--- src/rtl/pingpong_addr_gen.sv ---
// pingpong_addr_gen
// Address generator for a two-bank ping-pong buffer. The bank bits come from
// an external toggle stage; this block supplies the in-bank word counters,
// the bank-swap pulses that drive that stage, a closed-bank count used for
// full/empty stalls, and a per-bank fill length so that early-closed banks
// drain only the words that were actually written.

module pingpong_addr_gen #(
  parameter int ADDR_W = 4
) (
  input  logic              clock,
  input  logic              reset_n,
  input  logic              wrt_shft_enabler,
  input  logic              rd_shft_enabler,
  input  logic              wrt_req,
  input  logic              wrt_last,
  input  logic              rd_req,
  output logic              wrt_ready,
  output logic [ADDR_W:0]   wrt_addr,
  output logic              rd_valid,
  output logic [ADDR_W:0]   rd_addr,
  output logic              rd_last,
  output logic              chng_wrt_shft,
  output logic              chng_rd_shft,
  output logic [1:0]        full_cnt
);

  localparam logic [ADDR_W-1:0] CNT_ZERO = {ADDR_W{1'b0}};
  localparam logic [ADDR_W-1:0] CNT_ONE  = {{(ADDR_W-1){1'b0}}, 1'b1};
  localparam logic [ADDR_W-1:0] CNT_MAX  = {ADDR_W{1'b1}};

  typedef enum logic [0:0] {
    W_FILL = 1'b0,
    W_SWAP = 1'b1
  } wr_state_t;

  typedef enum logic [0:0] {
    R_DRAIN = 1'b0,
    R_SWAP  = 1'b1
  } rd_state_t;

  wr_state_t         wr_state_r;
  wr_state_t         wr_state_nxt_s;
  rd_state_t         rd_state_r;
  rd_state_t         rd_state_nxt_s;

  logic [ADDR_W-1:0] wrt_cnt_r;
  logic [ADDR_W-1:0] wrt_cnt_nxt_s;
  logic [ADDR_W-1:0] rd_cnt_r;
  logic [ADDR_W-1:0] rd_cnt_nxt_s;
  logic [1:0]        full_cnt_r;
  logic [1:0]        full_cnt_nxt_s;

  // Last written index per bank, indexed by the bank bit.
  logic [ADDR_W-1:0] len_r [2];
  logic              len_we_s;

  logic              wrt_ready_s;
  logic              wr_acc_s;
  logic              wr_swap_s;
  logic              rd_valid_s;
  logic              rd_last_s;
  logic              rd_acc_s;
  logic              rd_swap_s;

  // Write side: accept words while a bank is free, close the bank on its
  // final word or on wrt_last, then spend one cycle asking for a bank swap.
  always_comb begin
    wr_state_nxt_s = wr_state_r;
    wrt_cnt_nxt_s  = wrt_cnt_r;
    len_we_s       = 1'b0;
    wrt_ready_s    = 1'b0;
    wr_acc_s       = 1'b0;
    wr_swap_s      = 1'b0;
    case (wr_state_r)
      W_FILL: begin
        wrt_ready_s = (full_cnt_r != 2'd2);
        wr_acc_s    = wrt_req && wrt_ready_s;
        if (wr_acc_s) begin
          if ((wrt_cnt_r == CNT_MAX) || wrt_last) begin
            len_we_s       = 1'b1;
            wrt_cnt_nxt_s  = CNT_ZERO;
            wr_state_nxt_s = W_SWAP;
          end else begin
            wrt_cnt_nxt_s  = wrt_cnt_r + CNT_ONE;
          end
        end else begin
          wrt_cnt_nxt_s = wrt_cnt_r;
        end
      end
      W_SWAP: begin
        wr_swap_s      = 1'b1;
        wr_state_nxt_s = W_FILL;
      end
      default: begin
        wr_state_nxt_s = W_FILL;
      end
    endcase
  end

  // Read side: offer words while any bank is closed, flag the bank's final
  // word against its recorded length, then spend one cycle swapping banks.
  always_comb begin
    rd_state_nxt_s = rd_state_r;
    rd_cnt_nxt_s   = rd_cnt_r;
    rd_valid_s     = 1'b0;
    rd_last_s      = 1'b0;
    rd_acc_s       = 1'b0;
    rd_swap_s      = 1'b0;
    case (rd_state_r)
      R_DRAIN: begin
        rd_valid_s = (full_cnt_r != 2'd0);
        rd_last_s  = rd_valid_s && (rd_cnt_r == len_r[rd_shft_enabler]);
        rd_acc_s   = rd_req && rd_valid_s;
        if (rd_acc_s) begin
          if (rd_last_s) begin
            rd_cnt_nxt_s   = CNT_ZERO;
            rd_state_nxt_s = R_SWAP;
          end else begin
            rd_cnt_nxt_s   = rd_cnt_r + CNT_ONE;
          end
        end else begin
          rd_cnt_nxt_s = rd_cnt_r;
        end
      end
      R_SWAP: begin
        rd_swap_s      = 1'b1;
        rd_state_nxt_s = R_DRAIN;
      end
      default: begin
        rd_state_nxt_s = R_DRAIN;
      end
    endcase
  end

  // Closed-bank count: a write swap adds a bank, a read swap removes one,
  // and both in the same cycle cancel out.
  always_comb begin
    full_cnt_nxt_s = full_cnt_r;
    case ({wr_swap_s, rd_swap_s})
      2'b10:   full_cnt_nxt_s = full_cnt_r + 2'd1;
      2'b01:   full_cnt_nxt_s = full_cnt_r - 2'd1;
      default: full_cnt_nxt_s = full_cnt_r;
    endcase
  end

  // State, counter and closed-bank registers with synchronous reset.
  always_ff @(posedge clock) begin
    if (!reset_n) begin
      wr_state_r <= W_FILL;
      rd_state_r <= R_DRAIN;
      wrt_cnt_r  <= CNT_ZERO;
      rd_cnt_r   <= CNT_ZERO;
      full_cnt_r <= 2'd0;
    end else begin
      wr_state_r <= wr_state_nxt_s;
      rd_state_r <= rd_state_nxt_s;
      wrt_cnt_r  <= wrt_cnt_nxt_s;
      rd_cnt_r   <= rd_cnt_nxt_s;
      full_cnt_r <= full_cnt_nxt_s;
    end
  end

  // Record the closing index of the bank currently being written.
  always_ff @(posedge clock) begin
    if (!reset_n) begin
      len_r[0] <= CNT_ZERO;
      len_r[1] <= CNT_ZERO;
    end else if (len_we_s) begin
      len_r[wrt_shft_enabler] <= wrt_cnt_r;
    end
  end

  // Output mapping; bank bits are used directly as the address MSB so the
  // address is valid in the same cycle as ready/valid.
  always_comb begin
    wrt_ready     = wrt_ready_s;
    wrt_addr      = {wrt_shft_enabler, wrt_cnt_r};
    rd_valid      = rd_valid_s;
    rd_addr       = {rd_shft_enabler, rd_cnt_r};
    rd_last       = rd_last_s;
    chng_wrt_shft = (wr_state_r == W_SWAP);
    chng_rd_shft  = (rd_state_r == R_SWAP);
    full_cnt      = full_cnt_r;
  end

endmodule

--- config.mk ---
export PLATFORM = sky130hd
export DESIGN_NAME = pingpong_addr_gen
export DESIGN_NICKNAME = d
export VERILOG_FILES = /design/src/rtl/pingpong_addr_gen.sv
export SDC_FILE = /design/constraint.sdc
export NUM_CORES = 1
export LEC_CHECK = 0
export ABC_CLOCK_PERIOD_IN_PS = 2300
export CORE_MARGIN = 3
export CORE_UTILIZATION = 48
export CTS_CLUSTER_DIAMETER = 30
export CTS_CLUSTER_SIZE = 28
export DETAILED_ROUTE_END_ITERATION = 12
export PLACE_DENSITY = 0.76
export SYNTH_ARGS = -nofsm -noshare
export SYNTH_HDL_FRONTEND = slang
export SYNTH_SLANG_ARGS = --single-unit
--- constraint.sdc ---
create_clock -name clock -period 2.3 [get_ports clock]
set_input_delay 0.575 -clock clock [delete_from_list [all_inputs] [get_ports clock]]
set_output_delay 0.575 -clock clock [all_outputs]
set_load 0.02 [all_outputs]
==> impl_metrics.yaml, run 1 <==
global_routing:
  grt_pass1_vias: 796
  gr-usage-all-layers_pct: 17.1
  grt_pass1_wl_mm: 3.52
  overflow: 0
  grt_max_degree: 12
  antenna_found_initial: 0
cts:
  numCtsBuffers: 3
  postCtsSetupBuffers: 0
  cts_buffer_depth: 2
  h-tree-depth: 1
  clock_latency_ps: 290
  cts.sinks: 20
  tritoncts: "done"
  path_clk_slew_ps: 100
  cts_root_buf: "clkbuf_4"
synthesis:
  yosysTopAreaCellShare_pct: 23.3
  synth.largest_area_cell: "dfxtp_1"
  syn_avg_cell_area_um2: 9.73
  synth_edf_count: 8
  yosysWarnings: 0
  synth_top_family_by_area: "simple AND/OR/NAND/NOR gates"
  synth_cells: 106
  yosysSeqAreaShare_pct: 46.6
  synth-adder-area-share_pct: 3.64
  synth_mux_area_share_pct: 4.85
  synth_area_leaders: "dfxtp_1 23%, edfxtp_1 23%, mux2i_1 4.9%, nand2_1 4.4%, a21oi_1 3.9%"
  async_flop_share_pct: 0
  yosys.area_share.simple_pct: 23.5
  ys_types: 35
  synth_compound_area_share_pct: 11.9
  syn_nets: 116
  ys_seq_elements: 20
  synth-xor-area-share_pct: 4.25
  synthFlopType: "dfxtp_1"
  syn_area_mm2: 0.00103
floorplan:
  num_io_pins: 24
  dieWidth_um: 52.3
  floorplan.initialDensity_pct: 51.5
  die_area_mm2: 0.00274
  row_count: 16
  coreArea_mm2: 0.00200
  fp.dieH_um: 52.3
worst_setup_path:
  rr_startpoint: "wrt_cnt_r[0]"
  endpoint_kind: "primary output"
  path_class: "input pin to primary output"
  critPathRequiredTime_ps: 1730
  crit_end: "rd_last"
  crit_fanout: 5
  crit-reg2reg-capture: "len_r[0][1]"
  start_kind: "input pin"
  crit_arrival_ps: 1600
  setup.worst_path.start: "rd_shft_enabler"
  rrSetupSlack_ps: 510
  worst_r2r_path_depth: 5
power_and_ir_drop:
  p_comb_share_pct: 15.1
  total_power_uw: 650
  p_leak_nw: 0.526
  ir_worst_vdd_uv: 337
  pwr-share-seq_pct: 59.3
  swShare_pct: 24.2
  internal_power_uw: 493
  p_sw_uw: 157
  p_per_area_mw_per_mm2: 493
  clkPwrFrac_pct: 25.6
sta:
  worst_pin_slew_ps: 419
  setup_viol: 0
  fmax_mhz: 459
  rsz0062_at_grt: "true"
  fin_crit_sh_pct: 94.7
  hold_viol: 0
  clock-skew-final_ps: 1.80
  slew_viol_final: 0
  fin_crit_ps: 2180
  fin_ws_ps: 121
  slew_headroom_pct: 72.0
detailed_routing:
  drc: 0
  totalWireLength_mm: 2.01
  dr.pass1.iters: 4
  via_per_inst: 5.20
  drtAntennaViolNets: 0
  drt-wirelength-per-cell_um: 12.6
  vias: 827
  drt_iter0_drc: 10
place:
  post-place-ws_ps: -849
  dp_hpwl_mm: 1.55
  gp_congestion: 0.733
  place_area_mm2: 0.00129
  io_buffers: 23
job:
  drv_cap: 0
final_layout:
  drive_above_1_share_pct: 16.7
  nets: 143
  diodes: 0
  final_common_cell: "clkdlybuf4s50_1"
  layout_common_cells: "20 x clkdlybuf4s50_1, 12 x nand2_1, 12 x dfxtp_1"
  finalInstanceArea_mm2: 0.00132
  syn2layout_area_growth_pct: 27.8
min_path:
  hp-class: "register to register"
run_status:
  outcome: "completed"
-- flip-flops by register name (all words and copies together), names as in the netlist --
signal,flops
chng_rd_shft,1
chng_wrt_shft,1
full_cnt,2
len_r,8
rd_cnt_r,4
wrt_cnt_r,4
-- stage by stage --
step                cells  setup TNS [ps]  hold slack (ps)  util (%)
finish                159               0              538      65.8
detailed placement    155           -1060              524      64.4
global placement      155            -873              504      64.4
floorplan             106               0              571         -
global route          159           -12.3              568      65.8
CTS                   159               0              543      65.4
-- logic make-up (layout without fill, tap and decap cells) --
kind of cell | Yosys count | after routing
muxes | 5 | 5
xor gates and xnor gates | 5 | 5
adders and majority gates | 3 | 3
DFF | 20 | 20
buffers and inverters | 9 | 35
and+or+nand+nor | 44 | 44
AOI/OAI and AO/OA | 20 | 20
-- worst max-delay path, cell delays in order --
cell and delay, ps:
clkbuf_4 150, mux2i_2 240, mux2i_1 240, nand4_2 140
nor2_1 110, buf_4 150
-- power by group through the flow --
stage	clock [mW]	combinational, mW	sequential [mW]
6_report	0.166	0.0979	0.385
5_1_grt	0.186	0.108	0.387
4_1_cts	0.169	0.0979	0.385
3_5_place_dp	0	0.0984	0.393
3_3_place_gp	0	0.0965	0.393
2_1_floorplan	0	0.0543	0.398
-- repair_timing --
action                     CTS  global route
pin swaps                    0             0
setup endpoints to repair    2             2
hold buffers                 0             0
resized for setup            9             3
-- final cells by class --
cell class / count / area [µm²]
repair buffers: 28 / 265
inverters: 3 / 11.3
clock buffers: 4 / 26.3
flip-flops and latches: 20 / 480
well taps: 27 / 33.8
fillers: 168 / 684
multi-input cells: 77 / 500
-- synth_stat cells, types with 2 or more instances --
master	count
nand3_1	4
ha_1	3
edfxtp_1	8
o21ai_0	5
mux2i_1	5
nor2b_1	2
nor2_1	8
buf_4	3
nor3_1	3
dfxtp_1	12
and2_1	4
inv_1	2
a21oi_1	8
xor2_1	4
nand2_1	12
and3_2	4
-- per-layer routing --
layer / global-route usage [%] / vias to the layer above / routed length, µm
met2: 29.8 / 13 / 1010
met3: 2.85 / 0 / 70
li1: - / 421 / -
met4: 5.11 / 0 / 0
met1: 21.3 / 393 / 929
met5: 0 / - / 0
-- how the worst min path moves through the flow --
stage                       from      endpoint  slack [ps]  cells after the start
finish              wrt_cnt_r[1]  wrt_cnt_r[1]         540                      2
global placement     rd_cnt_r[1]   rd_cnt_r[1]         500                      2
detailed placement   rd_cnt_r[1]   rd_cnt_r[1]         520                      2
CTS                  rd_cnt_r[1]   rd_cnt_r[1]         540                      2
floorplan           wrt_cnt_r[1]  wrt_cnt_r[1]         570                      2
global route         rd_cnt_r[3]   rd_cnt_r[3]         570                      2
No activity file was read; power rests on OpenSTA's default activity.
==> run 2: changes to the inputs <==
==> config.mk (replaced) <==
export PLATFORM = sky130hd
export DESIGN_NAME = pingpong_addr_gen
export DESIGN_NICKNAME = d
export VERILOG_FILES = /design/src/rtl/pingpong_addr_gen.sv
export SDC_FILE = /design/constraint.sdc
export NUM_CORES = 1
export LEC_CHECK = 0
export ABC_CLOCK_PERIOD_IN_PS = 2800
export CAP_MARGIN = 15
export CORE_MARGIN = 3
export CORE_UTILIZATION = 50
export CTS_CLUSTER_DIAMETER = 30
export CTS_CLUSTER_SIZE = 28
export DETAILED_ROUTE_END_ITERATION = 12
export PLACE_DENSITY = 0.79
export SYNTH_ARGS = -nofsm -noshare
export SYNTH_HDL_FRONTEND = slang
export SYNTH_SLANG_ARGS = --single-unit
==> constraint.sdc (replaced) <==
create_clock -name clock -period 2.8 [get_ports clock]
set_input_delay 0.7 -clock clock [delete_from_list [all_inputs] [get_ports clock]]
set_output_delay 0.7 -clock clock [all_outputs]
set_load 0.02 [all_outputs]
==> impl_metrics.yaml, run 2 (synthesized netlist as in run 1, its figures left out) <==
detailed_routing:
  wl_met3_um: 68
  met1_length_um: 882
  drt-wirelength-per-cell_um: 13.4
  totalWireLength_mm: 2.06
  drc: 0
  via_per_inst: 5.40
  drtAntennaViolNets: 0
  drt_iter0_drc: 10
  top_layer: "met4"
  dr.pass1.iters: 4
  vias: 832
  wl_met2_mm: 1.10
power_and_ir_drop:
  ir_worst_vdd_uv: 303
  total_power_uw: 534
  p_leak_nw: 0.500
  p_per_area_mw_per_mm2: 415
worst_setup_path:
  crit_arrival_ps: 1860
  crit-reg2reg-capture: "len_r[0][3]"
  path_class: "input pin to primary output"
  endpoint_kind: "primary output"
  path_common_cell: "mux2i_1"
  start_kind: "input pin"
  crit_end: "rd_last"
  crit_family: "multiplexers"
  worst_r2r_path_depth: 5
  crit_fanout: 5
  rrSetupSlack_ps: 1020
  setup.worst_path.start: "rd_shft_enabler"
  rr_startpoint: "wrt_cnt_r[0]"
  critPathMaxStageDelay_ps: 270
  crit_chain: "clkbuf_2, mux2i_1, mux2i_1, nand4_2, nor2_1, clkdlybuf4s15_2"
  critPathRequiredTime_ps: 2100
  cpMaxStageDelayCell: "clkdlybuf4s15_2"
  path_depth: 6
  critPathBufInv: 2
sta:
  setup_tns_ps: 0
  rsz0062_at_grt: "false"
  setup_viol: 0
  slew_headroom_pct: 72.0
  fmax_mhz: 391
  fin_crit_sh_pct: 91.3
  hold_viol: 0
  fin_ws_ps: 242
  slew_viol_final: 0
  fin_crit_ps: 2560
  worst_pin_slew_ps: 418
  clock-skew-final_ps: 2.29
cts:
  cts_hold_repair.buffers: 0
  cts_buffer_depth: 2
  numCtsBuffers: 3
  cts_root_buf: "clkbuf_4"
  cts.sinks: 20
  path_clk_slew_ps: 110
  postCtsSetupBuffers: 0
  clock_latency_ps: 300
  h-tree-depth: 1
  tritoncts: "done"
global_routing:
  overflow: 0
  grt_pass1_wl_mm: 3.33
  grt_max_degree: 12
  antenna_found_initial: 0
  grt_pass1_vias: 752
  gr-usage-all-layers_pct: 17.0
final_layout:
  nets: 140
  layout_common_cells: "21 x clkdlybuf4s50_1, 12 x nand2_1, 12 x dfxtp_1"
  syn2layout_area_growth_pct: 24.9
  reg_top3: "len_r (8), rd_cnt_r (4), wrt_cnt_r (4)"
  fillers: 172
  seq_area_um2: 480
  final_common_cell: "clkdlybuf4s50_1"
  finalInstanceArea_mm2: 0.00129
  layout.cells.non_filler: 154
  largest_reg_flops: 8
  drive_above_1_share_pct: 14.0
  multi_input_area_um2: 497
  diodes: 0
  largest-register: "len_r"
floorplan:
  row_count: 15
  fp.dieH_um: 51.4
  num_io_pins: 24
  coreArea_mm2: 0.00184
  die_area_mm2: 0.00264
  dieWidth_um: 51.4
  floorplan.initialDensity_pct: 56.1
run_status:
  outcome: "completed"
place:
  place_area_mm2: 0.00126
  dp_hpwl_mm: 1.56
  post-place-ws_ps: -599
  dpl.cell_count: 150
  gp_congestion: 0.741
  io_buffers: 23
job:
  drv_cap: 0
min_path:
  hp-class: "register to register"
==> run 2: layer usage <==
metal	track usage, %	vias up
li1	-	418
met1	19.6	394
met2	29.7	18
met3	3.50	2
met4	7.86	0
met5	0	-
==> run 2: final cells by class <==
cell class	instances	area share (%)
Inverter	3	0.875
Clock buffer	3	1.75
Sequential cell	20	37.3
Tap cell	25	2.43
Timing Repair Buffer	25	18.8
Clock inverter	1	0.292
Multi-Input combinational cell	77	38.6
==> run 2: power by group <==
part	switching, mW	leakage, nW	internal (mW)	total (mW)
clock	0.0885	0.0154	0.0520	0.140
sequential	0.00853	0.180	0.311	0.319
combinational	0.0388	0.305	0.0354	0.0743
total	0.136	0.500	0.398	0.534
==> run 2: worst min-delay path, cell delays in order, from the launching register on <==
cell and delay [ps]:
dfxtp_1 370, nand2_1 80, a21oi_1 50
==> run 2: how the worst min path moves through the flow <==
stage,slack (ps),start,cells after the start,end
2_1_floorplan,570,wrt_cnt_r[1],2,wrt_cnt_r[1]
3_3_place_gp,510,rd_cnt_r[1],2,rd_cnt_r[1]
3_5_place_dp,530,rd_cnt_r[1],2,rd_cnt_r[1]
4_1_cts,540,rd_cnt_r[1],2,rd_cnt_r[1]
5_1_grt,560,rd_cnt_r[3],2,rd_cnt_r[3]
6_report,540,rd_cnt_r[1],2,rd_cnt_r[1]
==> run 2: repair_timing <==
item / CTS / global route
endpoints found under the setup margin: 1 / 1
resized for setup: 4 / 2
cloned: 0 / 0
==> run 2: metrics by stage <==
step | utilization [%] | hold slack (ps)
3_5_place_dp | 68.8 | 526
3_3_place_gp | 68.8 | 513
4_1_cts | 70.2 | 543
2_1_floorplan | - | 571
5_1_grt | 70.0 | 565
6_report | 70.0 | 540
==> run 3: changes to the inputs <==
--- a/config.mk
+++ b/config.mk
@@ -16,3 +16,4 @@
 export SYNTH_ARGS = -nofsm -noshare
 export SYNTH_HDL_FRONTEND = slang
 export SYNTH_SLANG_ARGS = --single-unit
+export TNS_END_PERCENT = 30
==> results of run 3 <==
Final layout, timing and power as in run 2 (identical DEF).
